$ cat config.mk
export PLATFORM = sky130hd
export DESIGN_NAME = uart_rx_flat
export DESIGN_NICKNAME = d
export VERILOG_FILES = /design/src/rtl/uart_rx_if.sv /design/src/rtl/uart_rx.sv /design/src/flat_wrapper.sv
export SDC_FILE = /design/constraint.sdc
export NUM_CORES = 1
export LEC_CHECK = 0
export CORE_MARGIN = 2
export CORE_UTILIZATION = 55
export CTS_CLUSTER_DIAMETER = 200
export DETAILED_ROUTE_END_ITERATION = 7
export PLACE_DENSITY = 0.79
export SYNTH_ARGS = -nofsm -noshare
export SYNTH_HDL_FRONTEND = slang
export SYNTH_SLANG_ARGS = --single-unit
$ cat constraint.sdc
create_clock -name clk -period 13.05 [get_ports clk]
set_input_delay 3.915 -clock clk [delete_from_list [all_inputs] [get_ports clk]]
set_output_delay 3.915 -clock clk [all_outputs]
set_load 0.05 [all_outputs]
$ cat src/rtl/uart_rx_if.sv
// Processor-side and serial-side signal bundle for the UART receiver.
interface uart_rx_if;
    logic        rx;
    logic        eight;
    logic        pen;
    logic        ohel;
    logic [3:0]  baud;
    logic        read_strobe;
    logic [15:0] port_id;
    logic [7:0]  data;

    modport master (
        output rx, eight, pen, ohel, baud, read_strobe, port_id,
        input  data
    );

    modport slave (
        input  rx, eight, pen, ohel, baud, read_strobe, port_id,
        output data
    );
endinterface

$ cat src/rtl/uart_rx.sv
// UART receiver: 7/8 data bits, optional odd/even parity, one stop bit,
// selectable bit rate, with a two-address read port for byte and status.
module uart_rx (
    input  logic     clk,
    input  logic     reset,
    uart_rx_if.slave bus
);

    typedef enum logic [2:0] {StIdle, StStart, StData, StParity, StStop} state_e;

    state_e      state_q, state_d;
    logic        rx_meta_q, rxs_q;
    logic        eight_q, pen_q, ohel_q;
    logic [3:0]  baud_q;
    logic [17:0] cnt_q, cnt_d;
    logic [3:0]  bit_cnt_q, bit_cnt_d;
    logic [7:0]  shift_q, shift_d;
    logic        par_q, par_d;
    logic [7:0]  byte_q;
    logic        rxrdy_q, perr_q, ferr_q, ovf_q;

    logic        cfg_load, frame_done, clear, tick;
    logic [17:0] bit_len, limit;
    logic [7:0]  rx_byte;
    logic        perr_new, ferr_new;

    // Only the low address bit is decoded.
    logic unused_port_id;
    assign unused_port_id = ^bus.port_id[15:1];

    function automatic logic [17:0] bit_time(input logic [3:0] b);
        case (b)
            4'd0:    return 18'd166667;
            4'd1:    return 18'd41667;
            4'd2:    return 18'd20833;
            4'd3:    return 18'd10417;
            4'd4:    return 18'd5208;
            4'd5:    return 18'd2604;
            4'd6:    return 18'd1302;
            4'd7:    return 18'd868;
            4'd8:    return 18'd434;
            4'd9:    return 18'd217;
            4'd10:   return 18'd109;
            default: return 18'd54;
        endcase
    endfunction

    // Start bit is sampled after half a bit time, every later bit after a full one.
    assign bit_len = bit_time(baud_q);
    assign limit   = (state_q == StStart) ? (bit_len >> 1) : bit_len;
    assign tick    = (cnt_q == limit - 18'd1);

    // 7-bit frames leave the data in the upper seven shift positions.
    assign rx_byte  = eight_q ? shift_q : {1'b0, shift_q[7:1]};
    assign perr_new = pen_q & ((^rx_byte ^ par_q) != ohel_q);
    assign ferr_new = ~rxs_q;
    assign clear    = bus.read_strobe & ~bus.port_id[0];

    // Two-flop synchronizer for the asynchronous serial input.
    always_ff @(posedge clk or negedge reset) begin
        if (!reset) begin
            rx_meta_q <= 1'b1;
            rxs_q     <= 1'b1;
        end else begin
            rx_meta_q <= bus.rx;
            rxs_q     <= rx_meta_q;
        end
    end

    // FSM and bit-timing state registers.
    always_ff @(posedge clk or negedge reset) begin
        if (!reset) begin
            state_q   <= StIdle;
            cnt_q     <= '0;
            bit_cnt_q <= '0;
            shift_q   <= '0;
            par_q     <= 1'b0;
        end else begin
            state_q   <= state_d;
            cnt_q     <= cnt_d;
            bit_cnt_q <= bit_cnt_d;
            shift_q   <= shift_d;
            par_q     <= par_d;
        end
    end

    // Next-state: frame sequencing, sampling and shifting.
    always_comb begin
        state_d    = state_q;
        cnt_d      = cnt_q;
        bit_cnt_d  = bit_cnt_q;
        shift_d    = shift_q;
        par_d      = par_q;
        cfg_load   = 1'b0;
        frame_done = 1'b0;
        case (state_q)
            StIdle: begin
                cnt_d     = '0;
                bit_cnt_d = '0;
                if (!rxs_q) begin
                    state_d  = StStart;
                    cfg_load = 1'b1;
                end
            end
            StStart: begin
                if (tick) begin
                    cnt_d   = '0;
                    state_d = rxs_q ? StIdle : StData;
                end else begin
                    cnt_d = cnt_q + 18'd1;
                end
            end
            StData: begin
                if (tick) begin
                    cnt_d     = '0;
                    shift_d   = {rxs_q, shift_q[7:1]};
                    bit_cnt_d = bit_cnt_q + 4'd1;
                    if (bit_cnt_q == (eight_q ? 4'd7 : 4'd6)) begin
                        state_d = pen_q ? StParity : StStop;
                    end
                end else begin
                    cnt_d = cnt_q + 18'd1;
                end
            end
            StParity: begin
                if (tick) begin
                    cnt_d   = '0;
                    par_d   = rxs_q;
                    state_d = StStop;
                end else begin
                    cnt_d = cnt_q + 18'd1;
                end
            end
            StStop: begin
                if (tick) begin
                    cnt_d      = '0;
                    frame_done = 1'b1;
                    state_d    = StIdle;
                end else begin
                    cnt_d = cnt_q + 18'd1;
                end
            end
            default: state_d = StIdle;
        endcase
    end

    // Frame format is frozen at start detection for the whole frame.
    always_ff @(posedge clk or negedge reset) begin
        if (!reset) begin
            eight_q <= 1'b0;
            pen_q   <= 1'b0;
            ohel_q  <= 1'b0;
            baud_q  <= '0;
        end else if (cfg_load) begin
            eight_q <= bus.eight;
            pen_q   <= bus.pen;
            ohel_q  <= bus.ohel;
            baud_q  <= bus.baud;
        end
    end

    // Received byte and status flags; a completing frame wins over a clearing read.
    always_ff @(posedge clk or negedge reset) begin
        if (!reset) begin
            byte_q  <= '0;
            rxrdy_q <= 1'b0;
            perr_q  <= 1'b0;
            ferr_q  <= 1'b0;
            ovf_q   <= 1'b0;
        end else if (frame_done) begin
            byte_q  <= rx_byte;
            rxrdy_q <= 1'b1;
            perr_q  <= perr_new;
            ferr_q  <= ferr_new;
            ovf_q   <= (ovf_q | rxrdy_q) & ~clear;
        end else if (clear) begin
            rxrdy_q <= 1'b0;
            perr_q  <= 1'b0;
            ferr_q  <= 1'b0;
            ovf_q   <= 1'b0;
        end
    end

    assign bus.data = bus.port_id[0] ? {4'b0000, ovf_q, ferr_q, perr_q, rxrdy_q} : byte_q;

endmodule

$ cat src/flat_wrapper.sv
// flat-port wrapper written by rule: the top's interface ports become plain ports
module uart_rx_flat 
  (clk, reset, bus_rx, bus_eight, bus_pen, bus_ohel, bus_baud, bus_read_strobe, bus_port_id, bus_data);
  uart_rx_if bus_i ();
  input  logic clk;
  input  logic reset;
  input wire logic [$bits(bus_i.rx)-1:0] bus_rx;
  input wire logic [$bits(bus_i.eight)-1:0] bus_eight;
  input wire logic [$bits(bus_i.pen)-1:0] bus_pen;
  input wire logic [$bits(bus_i.ohel)-1:0] bus_ohel;
  input wire logic [$bits(bus_i.baud)-1:0] bus_baud;
  input wire logic [$bits(bus_i.read_strobe)-1:0] bus_read_strobe;
  input wire logic [$bits(bus_i.port_id)-1:0] bus_port_id;
  output wire logic [$bits(bus_i.data)-1:0] bus_data;
  assign bus_i.rx = bus_rx;
  assign bus_i.eight = bus_eight;
  assign bus_i.pen = bus_pen;
  assign bus_i.ohel = bus_ohel;
  assign bus_i.baud = bus_baud;
  assign bus_i.read_strobe = bus_read_strobe;
  assign bus_i.port_id = bus_port_id;
  assign bus_data = bus_i.data;
  uart_rx u_core (.clk(clk), .reset(reset), .bus(bus_i));
endmodule
# == After elaboration in Yosys (flattened, before gate mapping) ==
# Memories as Yosys holds them, arrays and structs flattened.
# Cells that the tools add are included.
# totals
latchBits,0
ff_bits,55
n_memories,1
rom_bits,272
input_bits,27
out_inout_bits,8
elab_cells,77
ramBits,0
# op_classes
multipliers,0
add_sub_neg,3
bitwise_logic,8
n_div,0
shifts,0
eq_ne,13
reduce_logical,10
mux,26
magnitude_cmp,0
# memory_table
name,depth,width,read_ports,rd_clocked_by_memory_dff,wr,line,rtl
(no name shown),16,17,1,0,0,uart_rx.sv:32,case (b)
# ops
operator,count
2-to-1 mux 18 bit,2
one-hot mux 18 bit (2 select lines),1
2-to-1 mux 3 bit,7
"adder 18 x 1 -> 18 bit, second input constant",1
== test 18 bit,1
"subtractor 18 x 1 -> 18 bit, second input constant",1
2-to-1 mux 8 bit,2
one-hot mux 3 bit (5 select lines),1
2-to-1 mux 1 bit,10
"inequality test 2 x 1 -> 1 bit, second input constant",5
one-hot mux 4 bit (2 select lines),1
XOR reduction 8 bit,1
"== test 3 x 2 -> 1 bit, second input constant",2
AND reduction 2 bit,3
AND reduction 6 bit,1
nonzero test 2 bit,3
"adder 4 x 1 -> 4 bit, second input constant",1
== test 4 bit,1
2-to-1 mux 4 bit,1
OR reduction 4 bit,1
AND 1 bit,3
"== test 3 x 1 -> 1 bit, second input constant",1
"== test 3 bit, second input constant",1
logical NOT 3 bit,1
other kinds (6),8

# == Depth between registers and ports, before layout ==
# Gate-level depths: netlist of run 1.
# depth
word_depth,7
ltp_mapped,18
ltp_nobuf,15

# == Worst setup path after synthesis of run 1 ==
# No wires, ideal clock.
# synth_path
kind,input to output
startpoint,input port bus_port_id[0]
endpoint,output port bus_data[4]
stages,2
n_path_buf,1
path_slack_ns,4.323
t_arrival_ns,4.812
required_ns,9.135
cell_sequence,clkbuf_1 nor2b_1
# synth_via
elab_chain_len,1
# synth_rtl
element,line,rtl
"start, declared",flat_wrapper.sv:13,input wire logic [$bits(bus_i.port_id)-1:0] bus_port_id;
2-to-1 mux 8 bit,uart_rx.sv:184,"assign bus.data = bus.port_id[0] ? {4'b0000, ovf_q, ferr_q, perr_q, rxrdy_q} : byte_q;"
"end, declared",flat_wrapper.sv:14,output wire logic [$bits(bus_i.data)-1:0] bus_data;
# No other way between the ends.

# == Worst setup path in the final report of run 1 ==
# layout_path
startpoint,input port bus_port_id[0]
endpoint,output port bus_data[0]
# Same word-level chain as after synthesis.

==> reports/summary.txt, run 1 <==
FF-to-FF Start: u_core.baud_q[1]
largest net degree at the start of global routing: 56
Final Cell Area: 4440 um2
status: completed
Synth Cell Area: 4180 um2
RSZ-0062 raised after global routing: false
# rows: 31
via/cell ratio: 6.04
Avg Cell Area, Syn: 8.91 um2
clock skew: 0.00613 ns
die span in x: 91.2 um
f_max: 104 MHz
Placed Area: 4350 um2
hold_ws: 0.365 ns
pwr dens: 218 nW/um2
CTS clk-pin slew, worst paths: 0.11 ns
Max-Cap Viols: 0
Synth warnings: 0
Worst Setup End Kind: output port
Setup Crit Path Kind: input port to output port
EDFF count, synth: 0
drt pass-1 iters: 4
P_leak: 0.00188 uW
first-pass GRT wire length: 15900 um
Core Box Area: 7290 um2
Sequential Area: 1380 um2
Yosys reg bits: 55
GRT Total Usage: 0.233
# resized after CTS: 0
Filler cells: 679
relative slew slack: 0.283
drt total wl: 9250 um
Post-synth top flop: dfrtp_1
vias in the first global route: 3291
fin util: 0.609
via count: 3422
ANT nets after route: 0
RePlAce Congestion: 0.849
CP startpoint kind: input port
CTS tree: yes
DRC: 0
TNS Setup: 0 ns
post-synthesis instance total: 469
crit path time final: 9.59 ns
area grow syn2layout: 6.23%
Die ar.: 8310 um2
post-CTS setup buffers: 0
worst-path maximum fanout: 9
H-Tree Depth: 2
port bufs: 19
Bufs on Longest Clock Path: 2
final setup fails: 0
Post-CTS Hold Fix Bufs: 0
total CTS buffers: 5
WP data arrival: 5.67 ns
total I/O pin count: 35
final hold violation count: 0
grt total ovfl: 0
Power, Total: 968 uW
worst-skew pair later-pin latency: 0.32 ns
post-synthesis sequential area ratio: 0.330
worst path required time: 9.13 ns
hold_sp: u_core.rx_meta_q
Ant. Diodes: 0
Final Net Count: 507
Starting Density: 0.573
Worst IR Drop VDD: 0.000149 V
crit path launch: bus_port_id[0]
Tcrit/Tclk final: 0.735
ys async rst share: 1.00
clock sink count: 55
initial antenna violation count: 0
multi-input logic area: 2550 um2
Least-Margin Pin Slew: 1.07 ns
Die Ht: 91.2 um
Synth cell types: 71
share of layout cells above drive strength 1: 0.128
Tightest Hold Check Type: flop to flop
Starting DRT DRC Count: 251
CTS root buf: clkbuf_8
Synth Net Count: 509
DP HPWL: 6640 um
Final Max Slew Viols: 0
WL/cell: 16.3 um
-- synthesized netlist by cell type, types with 3 or more instances --
cell | number | area [um2]
dfrtp_1 | 53 | 1330
nand2_1 | 45 | 169
nand3_1 | 31 | 155
mux2_2 | 25 | 282
inv_1 | 23 | 86.3
o21ai_0 | 21 | 105
xnor2_1 | 20 | 175
nor2_1 | 18 | 67.6
nor3_1 | 16 | 80.1
clkbuf_1 | 15 | 56.3
a21oi_1 | 13 | 65.1
ha_1 | 13 | 163
mux2i_1 | 11 | 110
and3_1 | 10 | 62.6
a31oi_1 | 9 | 56.3
buf_2 | 8 | 40.0
nand2b_1 | 8 | 50.1
o22ai_1 | 8 | 50.1
a211oi_1 | 6 | 45.0
mux2_4 | 6 | 90.1
nand4_1 | 6 | 37.5
nor2b_1 | 6 | 37.5
xor2_1 | 6 | 52.6
o211ai_1 | 5 | 37.5
o311ai_0 | 5 | 43.8
o31ai_1 | 5 | 37.5
and2_1 | 4 | 25.0
buf_4 | 4 | 30.0
nand3b_1 | 4 | 30.0
a2111oi_0 | 3 | 26.3
a311oi_1 | 3 | 26.3
buf_6 | 3 | 33.8
nor4_1 | 3 | 18.8
or2_2 | 3 | 18.8
or3_1 | 3 | 18.8
-- logic make-up (layout without fill, tap and decap cells) --
family	after synthesis	count (layout)	share of synthesized area
compound gates	103	103	0.172
xor+xnor	26	26	0.0545
fa+ha+maj	13	13	0.0389
buf+inv	54	53	0.0599
flops	55	55	0.330
mux	42	42	0.115
simple gates	176	176	0.230
-- per-layer routing --
| layer | wire length, um | global-route usage | vias to the layer above | part of all wire |
|---|---|---|---|---|
| met5 | 0 | 0 | - | 0 |
| met4 | 112 | 0.0669 | 0 | 0.012 |
| met3 | 348 | 0.0423 | 11 | 0.038 |
| met2 | 4400 | 0.383 | 61 | 0.48 |
| met1 | 4380 | 0.316 | 1629 | 0.47 |
| li1 | - | - | 1721 | - |
-- cell type report --
class                   count  area share
multi-input cells         360       0.574
flip-flops and latches     55       0.311
inverters                  23      0.0194
well taps                  99      0.0279
repair buffers             22      0.0468
clock inverters             3     0.00536
clock buffers               5      0.0155
-- worst max-delay path, cell delays in order --
cell,delay (ns)
clkdlybuf4s50_1,0.67
mux2_2,0.38
clkdlybuf4s50_1,0.70
-- report_power, final --
group	switching [uW]	total, uW	internal, uW
registers	70.3	263	193
logic	354	601	247
clock network	64.8	104	39.0
total	489	968	479
-- per-stage QoR --
step | instances | setup slack [ns]
after floorplan | 469 | 4.32
after CTS | 567 | 3.44
after global placement | 559 | 3.48
after detailed placement | 559 | 3.45
final | 567 | 3.46
after global routing | 567 | 3.39
-- state kept, by name (all words and copies together), names as in the netlist, 3 cells and up --
register and flops:
u_core.state_q 3, u_core.baud_q 4, u_core.shift_q 8, u_core.bit_cnt_q 4, u_core.cnt_q 18, u_core.byte_q 8
-- final timing paths --
kind | cells after the start | endpoint | slack (ns)
worst min register to register | 0 | u_core.rxs_q | 0.36
max in group asynchronous | 2 | u_core.bit_cnt_q[2] | 8.87
worst min-delay path | 0 | u_core.rxs_q | 0.36
worst max register to register | 15 | u_core.shift_q[7] | 7.41
worst max-delay path | 3 | bus_data[0] | 3.46
min in group asynchronous | 2 | u_core.cnt_q[0] | 3.70
-- cell usage in the layout, fill, tap and decap left out, drive strengths merged, types with 5 or more instances in the layout --
cell / count
a211oi: 6
a21oi: 13
a31oi: 9
and3: 10
clkbuf: 5
clkdlybuf4s50: 18
dfrtp: 53
ha: 13
inv: 24
mux2: 31
mux2i: 11
nand2: 45
nand2b: 8
nand3: 33
nand4: 6
nor2: 19
nor2b: 6
nor3: 18
o211ai: 5
o21ai: 21
o22ai: 8
o311ai: 7
o31ai: 5
xnor2: 20
xor2: 6
Power figures use the tool's default switching activity.
==> inputs of run 2 (changes only) <==
- clock period: 13.05 -> 9.2 ns (I/O delays scaled with it)
==> reports/summary.txt, run 2 (same netlist as run 1, synthesis figures left out) <==
Tightest Hold Check Type: flop to flop
Worst IR Drop VDD: 0.000199 V
port bufs: 19
crit path time final: 7.28 ns
Starting Density: 0.573
Die ar.: 8310 um2
drt pass-1 iters: 5
Largest regs: u_core.cnt_q: 18 flops, u_core.byte_q: 8 flops, u_core.shift_q: 8 flops
largest register by flop count: u_core.cnt_q
final setup fails: 0
max reg flops: 18
Post-CTS Hold Fix Bufs: 0
DRC: 0
Filler cells: 643
H-Tree Depth: 2
Int Power: 680 uW
DP HPWL: 6670 um
area grow syn2layout: 6.32%
initial antenna violation count: 0
met1 Usage GRT: 0.323
grt total ovfl: 0
clock share of power: 0.106
Ant. Diodes: 0
met3 usage: 0.0398
CTS clk-pin slew, worst paths: 0.10 ns
post-CTS setup buffers: 0
Slowest Stage Delay on Critical Path: 0.71 ns
Core Box Area: 7290 um2
CTS root buf: clkbuf_8
# resized after CTS: 0
CTS tree: yes
share of layout cells above drive strength 1: 0.128
clock sink count: 55
pwr dens: 309 nW/um2
crit-path most repeated cell: clkdlybuf4s50_1
Starting DRT DRC Count: 294
Top Usage Layer GRT: met2
Setup Crit Path Kind: input port to output port
GRT Total Usage: 0.240
via count: 3534
total CTS buffers: 5
WP data arrival: 4.52 ns
TNS Setup: 0 ns
Die Ht: 91.2 um
final hold violation count: 0
Bufs on Longest Clock Path: 2
leading cell type in the layout, fill and taps excluded: dfrtp_1
Final Net Count: 507
M2 GR Usage: 0.402
die span in x: 91.2 um
Worst Setup End Kind: output port
total I/O pin count: 35
P_leak: 0.00188 uW
Power, Total: 1370 uW
Tcrit/Tclk final: 0.791
Final Max Slew Viols: 0
worst path required time: 6.44 ns
combinational share of power: 0.619
Max-Cap Viols: 0
clock skew: 0.0130 ns
largest net degree at the start of global routing: 56
Least-Margin Pin Slew: 1.12 ns
fin util: 0.609
RePlAce Congestion: 0.836
f_max: 137 MHz
drt total wl: 9460 um
Switch Pwr: 692 uW
RSZ-0062 raised after global routing: false
status: completed
cells along the critical path: clkdlybuf4s50_1 > mux2_2 > clkdlybuf4s50_1
first-pass GRT wire length: 16500 um
Seq pwr share: 0.275
Sw Share: 0.504
WL/cell: 16.7 um
CP max stage cell: clkdlybuf4s50_1
setup slack after layout: 1.92 ns
pre-CTS WS: 1.92 ns
CP startpoint kind: input port
worst-path maximum fanout: 9
# rows: 31
relative slew slack: 0.254
commonest non-fill, non-tap cells in the layout: 53 x dfrtp_1, 45 x nand2_1, 31 x nand3_1
vias in the first global route: 3447
ANT nets after route: 0
via/cell ratio: 6.23
worst-skew pair later-pin latency: 0.32 ns
==> run 2: cell counts in the layout (fill, tap and decap cells not counted) <==
No cell type changed its count.
==> run 2: layer usage <==
metal / vias up / share of wire / wire length [um]
met2: 84 / 0.50 / 4690
met4: 0 / 0.014 / 129
met1: 1720 / 0.45 / 4210
li1: 1720 / - / -
met5: - / 0 / 0
met3: 10 / 0.045 / 424
==> run 2: critical path, delay by kind of cell <==
kind                   cells  cell delay, ns
muxes                      1            0.39
buffers and inverters      2            1.37
==> run 2: path summary, 6_finish.rpt <==
kind / start / endpoint / slack (ns) / cells past startpoint
setup reg to reg: u_core.baud_q[1] / u_core.shift_q[6] / 3.59 / 15
hold reg to reg: u_core.rx_meta_q / u_core.rxs_q / 0.37 / 0
min in group asynchronous: reset / u_core.cnt_q[0] / 2.54 / 2
hold / removal: u_core.rx_meta_q / u_core.rxs_q / 0.37 / 0
max in group asynchronous: reset / u_core.pen_q / 6.17 / 2
setup / recovery: bus_port_id[0] / bus_data[0] / 1.92 / 3
==> run 2: cell type report <==
type / instances / area, um2 / area share
flip-flops and latches: 55 / 1380 / 0.310
clock buffers: 5 / 68.8 / 0.0155
inverters: 23 / 86.3 / 0.0194
repair buffers: 22 / 208 / 0.0467
well taps: 99 / 124 / 0.0279
clock inverters: 3 / 27.5 / 0.00620
multi-input cells: 360 / 2550 / 0.574
==> run 2: through the flow <==
stage | std cells | hold slack (ns) | instance area (um2)
2_1_floorplan | 469 | 0.345 | 4180
3_3_place_gp | 559 | 0.348 | 4350
3_5_place_dp | 559 | 0.354 | 4350
4_1_cts | 567 | 0.369 | 4440
5_1_grt | 567 | 0.378 | 4440
6_report | 567 | 0.366 | 4440
==> run 2: power groups by stage <==
stage	combinational, uW	clock (uW)	sequential, uW
2_1_floorplan	749	0	310
3_3_place_gp	813	0	373
3_5_place_dp	833	0	378
4_1_cts	838	151	373
5_1_grt	944	159	386
6_report	849	146	377
==> inputs of run 3 (changes only) <==
- clock period: 9.2 -> 7 ns (I/O delays scaled with it)
==> reports/summary.txt, run 3 (same netlist as run 1, synthesis figures left out) <==
RSZ-0062 raised after global routing: false
WP data arrival: 3.87 ns
Post-Route M1 WL: 4330 um
WHS Path Cells: 0
CP startpoint kind: input port
commonest non-fill, non-tap cells in the layout: 53 x dfrtp_1, 45 x nand2_1, 31 x nand3_1
status: completed
setup slack after layout: 1.03 ns
f_max: 168 MHz
multi-input logic area: 2550 um2
drt total wl: 9510 um
reg2reg path depth: 15
clock sink count: 55
Bufs on Longest Clock Path: 2
cells along the critical path: clkdlybuf4s50_1 > mux2_2 > clkdlybuf4s50_1
Die ar.: 8310 um2
Final Max Slew Viols: 0
met3 WL post-DR: 366 um
final hold violation count: 0
worst-skew pair later-pin latency: 0.32 ns
FF-to-FF End: u_core.shift_q[4]
final std cells w/o fill: 567
final setup fails: 0
pwr dens: 406 nW/um2
Starting Density: 0.573
Least-Margin Pin Slew: 1.11 ns
H-Tree Depth: 2
vias in the first global route: 3358
CTS root buf: clkbuf_8
CTS tree: yes
FF-to-FF Start: u_core.baud_q[1]
Sequential Area: 1380 um2
RePlAce Congestion: 0.841
WL/cell: 16.8 um
Largest regs: u_core.cnt_q: 18 flops, u_core.byte_q: 8 flops, u_core.shift_q: 8 flops
via count: 3527
Tightest Hold Check Type: flop to flop
largest net degree at the start of global routing: 56
hold_sp: u_core.rx_meta_q
metal2 WL: 4730 um
fin util: 0.609
Starting DRT DRC Count: 287
Cells after DPL: 559
Die Ht: 91.2 um
via/cell ratio: 6.22
Core Box Area: 7290 um2
hold_ws: 0.365 ns
Filler cells: 650
post-CTS setup buffers: 0
CTS clk-pin slew, worst paths: 0.10 ns
TNS Setup: 0 ns
pre-CTS WS: 1.02 ns
Post-CTS Hold Fix Bufs: 0
Tcrit/Tclk final: 0.852
CP max stage cell: clkdlybuf4s50_1
area grow syn2layout: 6.23%
GRT Total Usage: 0.235
leading cell type in the layout, fill and taps excluded: dfrtp_1
Ant. Diodes: 0
clock skew: 0.0140 ns
grt total ovfl: 0
Min-Delay Endpoint: u_core.rxs_q
relative slew slack: 0.255
Setup Crit Path Kind: input port to output port
max reg flops: 18
DP HPWL: 6820 um
largest register by flop count: u_core.cnt_q
share of layout cells above drive strength 1: 0.128
worst path required time: 4.90 ns
initial antenna violation count: 0
ANT nets after route: 0
Slowest Stage Delay on Critical Path: 0.71 ns
port bufs: 19
Worst Setup End Kind: output port
Max-Cap Viols: 0
# rows: 31
Worst IR Drop VDD: 0.000225 V
crit path time final: 5.97 ns
Final Net Count: 507
FF-to-FF setup slack: 1.43 ns
total CTS buffers: 5
P_leak: 0.00188 uW
first-pass GRT wire length: 16000 um
# resized after CTS: 0
drt pass-1 iters: 5
total I/O pin count: 35
crit-path most repeated cell: clkdlybuf4s50_1
die span in x: 91.2 um
DRC: 0
Top Layer Used: met4
worst-path maximum fanout: 9
run 3: changes by cell type in the layout (fill, tap and decap cells not counted):
cell,delta
clkinv_2,+1
clkinv_4,-1
run 3: report_power, final:
part	switching [uW]	internal (uW)	total [uW]
clock network	118	72.7	191
registers	133	360	493
logic	657	460	1120
total	909	893	1800
run 3: final cells by class:
| class | count | share of cell area |
|---|---|---|
| clock buffer | 5 | 0.0155 |
| clock inverter | 3 | 0.00536 |
| inverter | 23 | 0.0194 |
| multi-input combinational | 360 | 0.574 |
| sequential | 55 | 0.311 |
| tap | 99 | 0.0279 |
| timing repair buffer | 22 | 0.0468 |
run 3: layer usage:
metal  vias to the layer above  global-route usage
li1                       1710                   -
met5                         -                   0
met4                         0              0.0631
met2                        84               0.399
met1                      1724               0.315
met3                         9              0.0349
run 3: critical path: cells and delay by family:
kind                   cells  cell delay (ns)
buffers and inverters      2             1.39
multiplexers               1             0.38
run 3: worst max path at each step:
stage	startpoint	endpoint	depth (start not counted)
2_1_floorplan	bus_port_id[0]	bus_data[4]	2
3_3_place_gp	bus_port_id[0]	bus_data[3]	3
4_1_cts	bus_port_id[0]	bus_data[2]	3
3_5_place_dp	bus_port_id[0]	bus_data[2]	3
6_report	bus_port_id[0]	bus_data[2]	3
5_1_grt	bus_port_id[0]	bus_data[2]	3
run 3: metrics by stage:
step / instance area, um2 / total power [uW]
2_1_floorplan: 4180 / 1390
3_3_place_gp: 4350 / 1560
3_5_place_dp: 4350 / 1600
4_1_cts: 4440 / 1790
5_1_grt: 4440 / 1950
6_report: 4440 / 1800
